**src/rtl/ddrphy_lane_delay_trainer_if.sv**
```systemverilog
// IOD delay-line and eye-monitor bundle between the lane trainer
// (master) and the per-lane IOD delay/eye-monitor ports (slave).
interface ddrphy_lane_delay_trainer_if #(
   parameter int NUM_LANES = 4
);
   logic [NUM_LANES-1:0] DELAY_LINE_LOAD;
   logic [NUM_LANES-1:0] DELAY_LINE_MOVE;
   logic [NUM_LANES-1:0] DELAY_LINE_DIRECTION;
   logic [NUM_LANES-1:0] EYE_MONITOR_CLEAR_FLAGS;
   logic [NUM_LANES-1:0] DELAY_LINE_OUT_OF_RANGE;
   logic [NUM_LANES-1:0] EYE_MONITOR_EARLY;
   logic [NUM_LANES-1:0] EYE_MONITOR_LATE;

   modport master (
      output DELAY_LINE_LOAD,
      output DELAY_LINE_MOVE,
      output DELAY_LINE_DIRECTION,
      output EYE_MONITOR_CLEAR_FLAGS,
      input  DELAY_LINE_OUT_OF_RANGE,
      input  EYE_MONITOR_EARLY,
      input  EYE_MONITOR_LATE
   );

   modport slave (
      input  DELAY_LINE_LOAD,
      input  DELAY_LINE_MOVE,
      input  DELAY_LINE_DIRECTION,
      input  EYE_MONITOR_CLEAR_FLAGS,
      output DELAY_LINE_OUT_OF_RANGE,
      output EYE_MONITOR_EARLY,
      output EYE_MONITOR_LATE
   );
endinterface

```
**src/rtl/ddrphy_lane_delay_trainer.sv**
```systemverilog
// Sequential per-lane read-delay sweep and window centring.
// Optional WINDOW_WIDTH report: define LANE_TRAINER_WINDOW_REPORT_EN.
module ddrphy_lane_delay_trainer #(
   parameter int NUM_LANES     = 4,
   parameter int TAP_BITS      = 7,
   parameter int SETTLE_CYCLES = 8,
   parameter int SAMPLE_CYCLES = 16
) (
   input  logic                          FAB_CLK,
   input  logic                          SYNC_RST,
   input  logic                          START,
   output logic                          BUSY,
   output logic                          DONE,
   output logic [NUM_LANES-1:0]          LANE_FAIL,
   output logic [NUM_LANES*TAP_BITS-1:0] CENTER_TAP,
   ddrphy_lane_delay_trainer_if.master   iod
`ifdef LANE_TRAINER_WINDOW_REPORT_EN
   ,
   output logic [NUM_LANES*(TAP_BITS+1)-1:0] WINDOW_WIDTH
`endif
);

   localparam int CMAX =
      (SETTLE_CYCLES > SAMPLE_CYCLES) ? SETTLE_CYCLES : SAMPLE_CYCLES;
   localparam int CW = $clog2(CMAX + 1);
   localparam int LW = (NUM_LANES > 1) ? $clog2(NUM_LANES) : 1;

   localparam logic [CW-1:0] SETTLE_LAST = CW'(SETTLE_CYCLES - 1);
   localparam logic [CW-1:0] SAMPLE_LAST = CW'(SAMPLE_CYCLES - 1);
   localparam logic [LW-1:0] LAST_LANE   = LW'(NUM_LANES - 1);
   localparam logic [NUM_LANES-1:0] ONE  = NUM_LANES'(1);
   localparam logic [TAP_BITS-1:0] TAP_MAX = {TAP_BITS{1'b1}};

   typedef enum logic [3:0] {
      S_IDLE,
      S_LOAD,
      S_CLEAR,
      S_SETTLE,
      S_SAMPLE,
      S_EVAL,
      S_STEP,
      S_CLOAD,
      S_CSTEP,
      S_NEXT,
      S_FINISH
   } state_t;

   state_t              state;
   logic [LW-1:0]       lane;
   logic [TAP_BITS-1:0] tap;
   logic [TAP_BITS-1:0] first;
   logic [TAP_BITS-1:0] last;
   logic                seen_pass;
   logic                fail_bit;
   logic [CW-1:0]       cnt;
   logic [TAP_BITS:0]   target;
   logic [TAP_BITS:0]   step_cnt;
   logic [NUM_LANES-1:0] load_q;
   logic [NUM_LANES-1:0] move_q;
   logic [NUM_LANES-1:0] clr_q;

   logic [NUM_LANES-1:0] lane_oh;
   logic [NUM_LANES-1:0] next_oh;
   logic [LW-1:0]        lane_nxt;
   logic [TAP_BITS:0]    mid;
   logic [TAP_BITS:0]    win;
   logic                 end_sweep;
   logic                 flag_now;

   assign lane_nxt  = lane + LW'(1);
   assign lane_oh   = ONE << lane;
   assign next_oh   = ONE << lane_nxt;
   // Sum is one bit wider than a tap so 2**TAP_BITS-1 twice cannot wrap.
   assign mid       = ({1'b0, first} + {1'b0, last}) >> 1;
   assign win       = {1'b0, last} - {1'b0, first} + (TAP_BITS + 1)'(1);
   assign end_sweep = (tap == TAP_MAX) ||
                      iod.DELAY_LINE_OUT_OF_RANGE[lane];
   assign flag_now  = iod.EYE_MONITOR_EARLY[lane] |
                      iod.EYE_MONITOR_LATE[lane];

   assign iod.DELAY_LINE_LOAD         = load_q;
   assign iod.DELAY_LINE_MOVE         = move_q;
   assign iod.EYE_MONITOR_CLEAR_FLAGS = clr_q;
   assign iod.DELAY_LINE_DIRECTION    = '1;

   // Pulses are set on the transition into the state that owns them,
   // so each one is a registered single-cycle strobe.
   always_ff @(posedge FAB_CLK) begin
      load_q <= '0;
      move_q <= '0;
      clr_q  <= '0;
      DONE   <= 1'b0;
      if (SYNC_RST) begin
         state      <= S_IDLE;
         BUSY       <= 1'b0;
         LANE_FAIL  <= '0;
         CENTER_TAP <= '0;
`ifdef LANE_TRAINER_WINDOW_REPORT_EN
         WINDOW_WIDTH <= '0;
`endif
         lane       <= '0;
         tap        <= '0;
         first      <= '0;
         last       <= '0;
         seen_pass  <= 1'b0;
         fail_bit   <= 1'b0;
         cnt        <= '0;
         target     <= '0;
         step_cnt   <= '0;
      end else begin
         unique case (state)
            S_IDLE: begin
               if (START) begin
                  BUSY      <= 1'b1;
                  lane      <= '0;
                  LANE_FAIL <= '0;
                  load_q    <= ONE;
                  state     <= S_LOAD;
               end
            end
            S_LOAD: begin
               tap       <= '0;
               seen_pass <= 1'b0;
               first     <= '0;
               last      <= '0;
               clr_q     <= lane_oh;
               state     <= S_CLEAR;
            end
            S_CLEAR: begin
               cnt   <= '0;
               state <= S_SETTLE;
            end
            S_SETTLE: begin
               if (cnt == SETTLE_LAST) begin
                  cnt      <= '0;
                  fail_bit <= 1'b0;
                  state    <= S_SAMPLE;
               end else begin
                  cnt <= cnt + CW'(1);
               end
            end
            S_SAMPLE: begin
               fail_bit <= fail_bit | flag_now;
               if (cnt == SAMPLE_LAST) begin
                  state <= S_EVAL;
               end else begin
                  cnt <= cnt + CW'(1);
               end
            end
            S_EVAL: begin
               if (!fail_bit) begin
                  if (!seen_pass) first <= tap;
                  last      <= tap;
                  seen_pass <= 1'b1;
               end
               if ((fail_bit && seen_pass) || end_sweep) begin
                  load_q <= lane_oh;
                  state  <= S_CLOAD;
               end else begin
                  move_q <= lane_oh;
                  state  <= S_STEP;
               end
            end
            S_STEP: begin
               tap   <= tap + TAP_BITS'(1);
               clr_q <= lane_oh;
               state <= S_CLEAR;
            end
            S_CLOAD: begin
               step_cnt <= '0;
               if (!seen_pass) begin
                  LANE_FAIL[lane] <= 1'b1;
                  target          <= '0;
               end else begin
                  target <= mid;
               end
               state <= S_CSTEP;
            end
            S_CSTEP: begin
               if (step_cnt == target) begin
                  CENTER_TAP[32'(lane)*TAP_BITS +: TAP_BITS] <=
                     target[TAP_BITS-1:0];
`ifdef LANE_TRAINER_WINDOW_REPORT_EN
                  WINDOW_WIDTH[32'(lane)*(TAP_BITS+1) +: TAP_BITS+1] <=
                     seen_pass ? win : '0;
`endif
                  state <= S_NEXT;
               end else begin
                  move_q   <= lane_oh;
                  step_cnt <= step_cnt + (TAP_BITS + 1)'(1);
               end
            end
            S_NEXT: begin
               if (lane == LAST_LANE) begin
                  DONE  <= 1'b1;
                  BUSY  <= 1'b0;
                  state <= S_FINISH;
               end else begin
                  lane   <= lane_nxt;
                  load_q <= next_oh;
                  state  <= S_LOAD;
               end
            end
            S_FINISH: begin
               state <= S_IDLE;
            end
            default: begin
               state <= S_IDLE;
            end
         endcase
      end
   end

`ifndef LANE_TRAINER_WINDOW_REPORT_EN
   logic unused_win;
   assign unused_win = ^win;
`endif

endmodule

```
**src/flat_wrapper.sv**
```systemverilog
// flat-port wrapper written by rule: the top's interface ports become plain ports
module ddrphy_lane_delay_trainer_flat 
#(
   parameter int NUM_LANES     = 4,
   parameter int TAP_BITS      = 7,
   parameter int SETTLE_CYCLES = 8,
   parameter int SAMPLE_CYCLES = 16
)
  (FAB_CLK, SYNC_RST, START, BUSY, DONE, LANE_FAIL, CENTER_TAP, iod_DELAY_LINE_LOAD, iod_DELAY_LINE_MOVE, iod_DELAY_LINE_DIRECTION, iod_EYE_MONITOR_CLEAR_FLAGS, iod_DELAY_LINE_OUT_OF_RANGE, iod_EYE_MONITOR_EARLY, iod_EYE_MONITOR_LATE);
  ddrphy_lane_delay_trainer_if #(.NUM_LANES(NUM_LANES)) iod_i ();
  input  logic FAB_CLK;
  input  logic SYNC_RST;
  input  logic START;
  output logic BUSY;
  output logic DONE;
  output logic [NUM_LANES-1:0] LANE_FAIL;
  output logic [NUM_LANES*TAP_BITS-1:0] CENTER_TAP;
  output wire logic [$bits(iod_i.DELAY_LINE_LOAD)-1:0] iod_DELAY_LINE_LOAD;
  output wire logic [$bits(iod_i.DELAY_LINE_MOVE)-1:0] iod_DELAY_LINE_MOVE;
  output wire logic [$bits(iod_i.DELAY_LINE_DIRECTION)-1:0] iod_DELAY_LINE_DIRECTION;
  output wire logic [$bits(iod_i.EYE_MONITOR_CLEAR_FLAGS)-1:0] iod_EYE_MONITOR_CLEAR_FLAGS;
  input wire logic [$bits(iod_i.DELAY_LINE_OUT_OF_RANGE)-1:0] iod_DELAY_LINE_OUT_OF_RANGE;
  input wire logic [$bits(iod_i.EYE_MONITOR_EARLY)-1:0] iod_EYE_MONITOR_EARLY;
  input wire logic [$bits(iod_i.EYE_MONITOR_LATE)-1:0] iod_EYE_MONITOR_LATE;
  assign iod_DELAY_LINE_LOAD = iod_i.DELAY_LINE_LOAD;
  assign iod_DELAY_LINE_MOVE = iod_i.DELAY_LINE_MOVE;
  assign iod_DELAY_LINE_DIRECTION = iod_i.DELAY_LINE_DIRECTION;
  assign iod_EYE_MONITOR_CLEAR_FLAGS = iod_i.EYE_MONITOR_CLEAR_FLAGS;
  assign iod_i.DELAY_LINE_OUT_OF_RANGE = iod_DELAY_LINE_OUT_OF_RANGE;
  assign iod_i.EYE_MONITOR_EARLY = iod_EYE_MONITOR_EARLY;
  assign iod_i.EYE_MONITOR_LATE = iod_EYE_MONITOR_LATE;
  ddrphy_lane_delay_trainer #(.NUM_LANES(NUM_LANES), .TAP_BITS(TAP_BITS), .SETTLE_CYCLES(SETTLE_CYCLES), .SAMPLE_CYCLES(SAMPLE_CYCLES)) u_core (.FAB_CLK(FAB_CLK), .SYNC_RST(SYNC_RST), .START(START), .BUSY(BUSY), .DONE(DONE), .LANE_FAIL(LANE_FAIL), .CENTER_TAP(CENTER_TAP), .iod(iod_i));
endmodule
```
**config.mk**
```make
export PLATFORM = sky130hd
export DESIGN_NAME = ddrphy_lane_delay_trainer_flat
export DESIGN_NICKNAME = d
export VERILOG_FILES = /design/src/rtl/ddrphy_lane_delay_trainer_if.sv /design/src/rtl/ddrphy_lane_delay_trainer.sv /design/src/flat_wrapper.sv
export SDC_FILE = /design/constraint.sdc
export NUM_CORES = 1
export LEC_CHECK = 0
export ABC_AREA = 1
export CORE_MARGIN = 2
export CORE_UTILIZATION = 60
export CTS_CLUSTER_SIZE = 20
export DETAILED_ROUTE_END_ITERATION = 10
export GPL_TIMING_DRIVEN = 0
export PLACE_DENSITY = 0.86
export SLEW_MARGIN = 10
export SYNTH_ARGS = -nofsm -noshare
export SYNTH_HDL_FRONTEND = slang
export SYNTH_SLANG_ARGS = --single-unit
```
**constraint.sdc**
```tcl
create_clock -name FAB_CLK -period 4.5 [get_ports FAB_CLK]
set_input_delay 0.45 -clock FAB_CLK [delete_from_list [all_inputs] [get_ports FAB_CLK]]
set_output_delay 0.45 -clock FAB_CLK [all_outputs]
set_load 0.005 [all_outputs]
```
==> impl_metrics.json, run 1 <==
{
  "setup-violations-final": 0,
  "setup_ws_ns": 2.17,
  "num-fill-cells": 665,
  "crit_fanout": 10,
  "pwr-share-clk_pct": 21.7,
  "first_pass_iters": 5,
  "syn_to_final_growth_pct": 18.8,
  "cts_tree": "built",
  "via_count": 4770,
  "synth_compound_area_share_pct": 13.1,
  "worstPathArrival_ns": 2.64,
  "yosys.area.top_type": "dfxtp_1",
  "synth.area.mux_share_pct": 0,
  "path_class": "flip-flop to flip-flop",
  "synthAdderAreaFrac_pct": 4.94,
  "tns_ns": 0,
  "cp_slowest_cell": "dfxtp_1",
  "dominant_combinational_cell_family_by_area_after_synthesis": "simple AND/OR/NAND/NOR gates",
  "drt-wirelength-per-cell_um": 14.1,
  "netSwitchingPower_uw": 1060,
  "power.static_leakage_uw": 0.00235,
  "insertedDiodeCount": 0,
  "share_of_post_route_cells_with_drive_strength_above_1_pct": 7.93,
  "dieHeight_um": 94.9,
  "critical_path.max_stage_delay_ns": 0.46,
  "maxCapViolations": 0,
  "regToRegSetupSlack_ns": 2.17,
  "outcome": "finished, final reports clean",
  "synth.top_cell.area_share_pct": 38.3,
  "count_of_flip_flops_with_a_built_in_enable_after_synthesis": 0,
  "async_flop_share_pct": 0,
  "drt_first_iter_violations": 252,
  "clk_path_buf_depth": 2,
  "core_um2": 8130,
  "timing_max_transition_violations_final": 0,
  "ys_warn_count": 0,
  "grt.overflow.total": 0,
  "min_path_cells": 2,
  "grt_start_max_net_pins": 18,
  "synth_top_cells_by_area": "dfxtp_1, nand2_1, inv_1",
  "final-hold-violation-count": 0,
  "io_buffers": 60,
  "ir_drop_v": 0.000285,
  "clock_skew_ns": 0.0132,
  "grt_util_all_layers_pct": 29.6,
  "internal-power_uw": 1470,
  "rel_slew_slack_pct": 53.3,
  "max_freq_mhz": 430,
  "critical-path-top-delay-family": "simple AND/OR/NAND/NOR gates",
  "die_area_um2": 9010,
  "total_i_o_pin_count": 65,
  "cp_num_cells": 9,
  "crit_required_ns": 4.82,
  "synth.avg_cell_area_um2": 7.06,
  "power.share.sequential_pct": 40.4,
  "combinationalPowerShare_pct": 37.9,
  "dpl_ws_ns": 2.16,
  "route.antenna.remaining_nets": 0,
  "ctsHtreeMaxLevel": 3,
  "post_drt_via_cell_ratio": 5.38,
  "synth_simple_gate_area_share_pct": 30.2,
  "cp-start-kind": "flip-flop",
  "hpwl_um": 9640,
  "max_slew.worst_pin.slew_ns": 0.700,
  "clockRootBuffer": "clkbuf_8",
  "cts_repair_resize_count": 0,
  "hold_class": "flip-flop to flip-flop",
  "reg2regPathDepth": 9,
  "clkTransAtPathRegs_ns": 0.10,
  "ys_ff_latch": 95,
  "drc": 0,
  "clock_sink_count": 95,
  "cts_hold_repair.buffers": 0,
  "route.final.wire_length_um": 12500,
  "worstPathCellList": "inv_1, ha_1, buf_2, clkinv_1, nor2_1, nand2_1, nand4_1, nand2_1, nor2_1",
  "power-per-cell-area_nw_per_um2": 428,
  "power_switching_share_pct": 41.9,
  "ys_types": 43,
  "cp-end-kind": "flip-flop",
  "post_cts_buffers": 0,
  "worst_skew_pair_later_pin_latency_ns": 0.37,
  "floorplan.initialDensity_pct": 61.0,
  "post_synth_inst_count": 703,
  "grt_antenna_before_repair": 0,
  "synth-xor-area-share_pct": 1.59,
  "die-width_um": 94.9,
  "layout_worst_path_cycle_share_pct": 51.7,
  "holdWs_ns": 0.491,
  "finalWorstPathRequiredPeriod_ns": 2.33,
  "synthFlopType": "dfxtp_1",
  "post_synth_instance_area_um2": 4960,
  "first_global_vias": 4491,
  "seq_area_frac_synth_pct": 38.3,
  "grt_setup_unrepaired": "no",
  "critical_path_buffers_and_inverters": 3,
  "placement_rows": 33,
  "cts_inserted_buffers": 9,
  "layout.nets": 811,
  "wire_length_of_the_first_global_routing_pass_um": 20700,
  "gpl.final_weighted_congestion": 0.882
}
==> worst register-to-register path: stages, from the launching register on <==
cell      delay [ns]
dfxtp_1         0.46
inv_1           0.24
ha_1            0.34
buf_2           0.18
clkinv_1        0.24
nor2_1          0.41
nand2_1         0.13
nand4_1         0.14
nand2_1         0.06
nor2_1          0.07
==> layout by cell type, fill, tap and decap left out, types with 6 or more instances in the layout <==
master | Yosys | layout
buf_2 | 6 | 6
dfxtp_1 | 95 | 95
ha_1 | 18 | 18
nand4_1 | 29 | 29
nor3_1 | 9 | 9
o21ai_0 | 25 | 25
inv_1 | 97 | 97
a211oi_2 | 7 | 7
clkbuf_8 | 0 | 10
inv_2 | 7 | 7
a21oi_1 | 46 | 46
nand2_1 | 157 | 157
clkbuf_1 | 12 | 12
nand3_1 | 34 | 34
nor2_1 | 94 | 94
clkdlybuf4s50_1 | 0 | 60
==> power by group through the flow <==
stage | clock network [uW] | logic [uW] | registers (uW)
floorplan | 0 | 696 | 1020
global placement | 0 | 899 | 1030
detailed placement | 0 | 927 | 1040
CTS | 551 | 940 | 1020
global route | 582 | 1070 | 1030
finish | 546 | 956 | 1020
==> cells by family after synthesis <==
kind of cell | count (synthesis)
xor+xnor | 9
simple gates | 339
fa+ha+maj | 19
buf+inv | 134
other cells | 1
compound gates | 106
flops | 95
==> layout make-up <==
cell class	instances	area, um2	area share, %
Multi-Input combinational cell	477	2490	42.3
Sequential cell	95	1900	32.3
Timing Repair Buffer	60	601	10.2
Inverter	105	394	6.69
Buffer	29	185	3.14
Clock buffer	10	138	2.34
Tap cell	105	131	2.23
Clock inverter	6	51.3	0.871
==> synthesized netlist by cell type, types with 6 or more instances <==
master    instances
a211oi_2          7
a21oi_1          46
buf_2             6
clkbuf_1         12
dfxtp_1          95
ha_1             18
inv_1            97
inv_2             7
nand2_1         157
nand3_1          34
nand4_1          29
nor2_1           94
nor3_1            9
o21ai_0          25
==> per-layer routing <==
metal | global-route usage, % | routed length, um
met3 | 4.71 | 699
met5 | 0 | 0
met1 | 35.5 | 5410
met4 | 13.4 | 324
met2 | 52.0 | 6100
==> worst paths after layout <==
kind | from | end
setup / recovery | u_core.lane[0] | u_core.CENTER_TAP[18]
hold / removal | u_core.LANE_FAIL[2] | u_core.LANE_FAIL[2]
setup reg to reg | u_core.lane[0] | u_core.CENTER_TAP[18]
hold reg to reg | u_core.LANE_FAIL[2] | u_core.LANE_FAIL[2]
==> sequential cells by signal, summed over array words and instances (netlist names) <==
| signal | cells |
|---|---|
| u_core.iod.EYE_MONITOR_CLEAR_FLAGS | 4 |
| u_core.cnt | 5 |
| u_core.state | 4 |
| u_core.target | 7 |
| u_core.step_cnt | 8 |
| u_core.iod.DELAY_LINE_MOVE | 4 |
| u_core.first | 7 |
| u_core.seen_pass | 1 |
| u_core.fail_bit | 1 |
| u_core.iod.DELAY_LINE_LOAD | 4 |
| u_core.BUSY | 1 |
| u_core.last | 7 |
| u_core.LANE_FAIL | 4 |
| u_core.DONE | 1 |
| u_core.tap | 7 |
| u_core.CENTER_TAP | 28 |
| u_core.lane | 2 |
==> metrics by stage <==
stage                     cell area (um2)  util [%]  cells  power (uW)
after floorplan                      4970         -    706        1710
after global placement               5700      70.1    871        1930
after detailed placement             5700      70.1    871        1960
after CTS                            5890      72.4    887        2510
after global routing                 5890      72.4    887        2680
final                                5890      72.4    887        2520
(Power assumes the default switching activity.)
==> inputs of run 2 (changes only) <==
CORE_UTILIZATION = 50   (was 60)
PLACE_DENSITY = 0.76   (was 0.86)
clock period = 2.11 ns   (was 4.5 ns; I/O delays follow)
==> run 2 against run 1 <==
  * Fmax grew 21%
  * Clock skew decreased by 0.0037 ns
  * Non-clock buffer count is the same
  * First-iteration DRC count is the same
  * Design area up 1.1%
  * Combinational power rose by 120%
  * Core utilization shrank 11 points
  * Critical path type unchanged
  * Die area up 19%
  * Total power is 120% higher
  * Register-to-register slack lost 2.0 ns
  * Clock power rose by 140%
==> impl_metrics.json, run 2 (synthesized netlist as in run 1, its figures left out) <==
{
  "path_class": "flip-flop to flip-flop",
  "largest_registers": "u_core.CENTER_TAP (28), u_core.step_cnt (8)",
  "route.antenna.remaining_nets": 0,
  "combinationalPowerShare_pct": 37.4,
  "die_area_um2": 10700,
  "final_design_area_no_fill_um2": 5960,
  "drt_first_iter_violations": 252,
  "final-hold-violation-count": 0,
  "outcome": "finished, final reports clean",
  "reg2reg_to": "u_core.CENTER_TAP[19]",
  "cts_tree": "built",
  "grt_util_all_layers_pct": 23.5,
  "max_slew.worst_pin.slew_ns": 0.682,
  "io_buffers": 60,
  "syn_to_final_growth_pct": 20.1,
  "critical-path-top-delay-family": "buffers and inverters",
  "netSwitchingPower_uw": 2210,
  "highest_count_cells_in_the_layout_ignoring_fill_and_taps": "nand2_1, inv_1, dfxtp_1, nor2_1, clkdlybuf4s50_1",
  "timing_max_transition_violations_final": 0,
  "pwr-share-clk_pct": 23.5,
  "share_of_post_route_cells_with_drive_strength_above_1_pct": 8.18,
  "crit-reg2reg-launch": "u_core.lane[0]",
  "insertedDiodeCount": 0,
  "layout_worst_path_cycle_share_pct": 90.8,
  "clock_skew_ns": 0.00953,
  "grt_start_max_net_pins": 15,
  "crit_required_ns": 2.42,
  "power_switching_share_pct": 39.9,
  "grt_setup_unrepaired": "no",
  "first_global_vias": 4462,
  "finalWorstPathRequiredPeriod_ns": 1.92,
  "dpl-instance-area_um2": 5740,
  "route.final.wire_length_um": 12300,
  "maxCapViolations": 0,
  "total_i_o_pin_count": 65,
  "dieHeight_um": 104,
  "core_um2": 9680,
  "power.static_leakage_uw": 0.00237,
  "number_of_flip_flops_in_the_largest_register": 28,
  "num-fill-cells": 899,
  "clockRootBuffer": "clkbuf_8",
  "first_pass_iters": 5,
  "cp-start-kind": "flip-flop",
  "drt-wirelength-per-cell_um": 13.4,
  "power.total_uw": 5550,
  "power.share.sequential_pct": 39.1,
  "critical_path_buffers_and_inverters": 3,
  "hold_class": "flip-flop to flip-flop",
  "worstPathArrival_ns": 2.23,
  "critical_path.max_stage_delay_ns": 0.47,
  "gpl.final_weighted_congestion": 0.935,
  "placed_cells": 899,
  "layout.cells.most_common": "nand2_1",
  "worst_skew_pair_later_pin_latency_ns": 0.38,
  "cp_slowest_cell": "dfxtp_1",
  "ir_drop_v": 0.000567,
  "critPathLaunch": "u_core.lane[0]",
  "clock_sink_count": 95,
  "clkTransAtPathRegs_ns": 0.09,
  "drc": 0,
  "grt.overflow.total": 0,
  "crit_fanout": 10,
  "min_to": "u_core.tap[6]",
  "wire_length_of_the_first_global_routing_pass_um": 20500,
  "die-width_um": 104,
  "floorplan.initialDensity_pct": 51.2,
  "cp-end-kind": "flip-flop",
  "worstPathCellList": "inv_2, ha_1, buf_2, clkinv_2, nor2_4, nand2_1, nand4_1, nand2_1, nor2_1",
  "min_path_cells": 2,
  "regToRegSetupSlack_ns": 0.19,
  "grt_antenna_before_repair": 0,
  "via_count": 4690,
  "hpwl_um": 9380,
  "internal-power_uw": 3340,
  "clk_path_buf_depth": 2,
  "layout.cells.non_filler": 915,
  "worstHoldStart": "u_core.tap[6]",
  "setup-violations-final": 0,
  "placement_rows": 36,
  "layout.nets": 811,
  "max_freq_mhz": 522,
  "register_containing_the_most_flip_flops_in_the_final_layout": "u_core.CENTER_TAP",
  "rel_slew_slack_pct": 54.5,
  "critical-path-top-cell-by-count": "nand2_1",
  "holdWs_ns": 0.472,
  "power-per-cell-area_nw_per_um2": 932,
  "post_drt_via_cell_ratio": 5.13,
  "cp_num_cells": 9,
  "cts_inserted_buffers": 9,
  "reg2regPathDepth": 9,
  "ctsHtreeMaxLevel": 3
}
[run 2: layout make-up]
| type | count | area, um2 | share of cell area, % |
|---|---|---|---|
| clock inverters | 4 | 70.1 | 1.18 |
| flip-flops and latches | 95 | 1900 | 31.9 |
| clock buffers | 12 | 135 | 2.27 |
| plain buffers | 29 | 185 | 3.11 |
| multi-input cells | 477 | 2500 | 42.0 |
| repair buffers | 60 | 601 | 10.1 |
| well taps | 133 | 166 | 2.79 |
| inverters | 105 | 395 | 6.64 |
[run 2: layer usage]
metal  up-vias  wire, um  track usage, %
met4         0       303            10.9
met1      2118      5430            29.3
met2       153      5850            39.9
met5         -         0               0
li1       2394         -               -
met3        25       709            3.90
[run 2: how the worst max path moves through the flow]
stage and end:
3_5_place_dp u_core.CENTER_TAP[20], 6_report u_core.CENTER_TAP[19], 4_1_cts u_core.CENTER_TAP[20], 5_1_grt u_core.CENTER_TAP[1], 2_1_floorplan u_core.CENTER_TAP[16], 3_3_place_gp u_core.CENTER_TAP[0]
[run 2: per-stage QoR]
stage / setup WS [ns] / setup TNS (ns) / utilization (%)
floorplan: 0.266 / 0 / -
global placement: -0.0463 / -0.194 / 59.3
detailed placement: -0.107 / -0.792 / 59.3
CTS: 0.114 / 0 / 61.5
global route: 0.00403 / 0 / 61.5
finish: 0.194 / 0 / 61.5
[run 2: tightest hold or removal path, cell delays in order (launching register included)]
cell and delay (ns):
dfxtp_1 0.32, nand2_1 0.06, a21oi_1 0.05
[run 2: what timing repair did]
| action | CTS | global route |
|---|---|---|
| setup endpoints to repair | 12 | 12 |
| setup buffers | 0 | 0 |
| hold buffers | 0 | 0 |
| resized for setup | 4 | 2 |
[run 2: power by group through the flow]
stage	sequential (uW)	combinational, uW	clock, uW
detailed placement	2210	1990	0
floorplan	2170	1480	0
global route	2200	2350	1380
finish	2170	2080	1300
CTS	2170	2060	1310
global placement	2200	1940	0
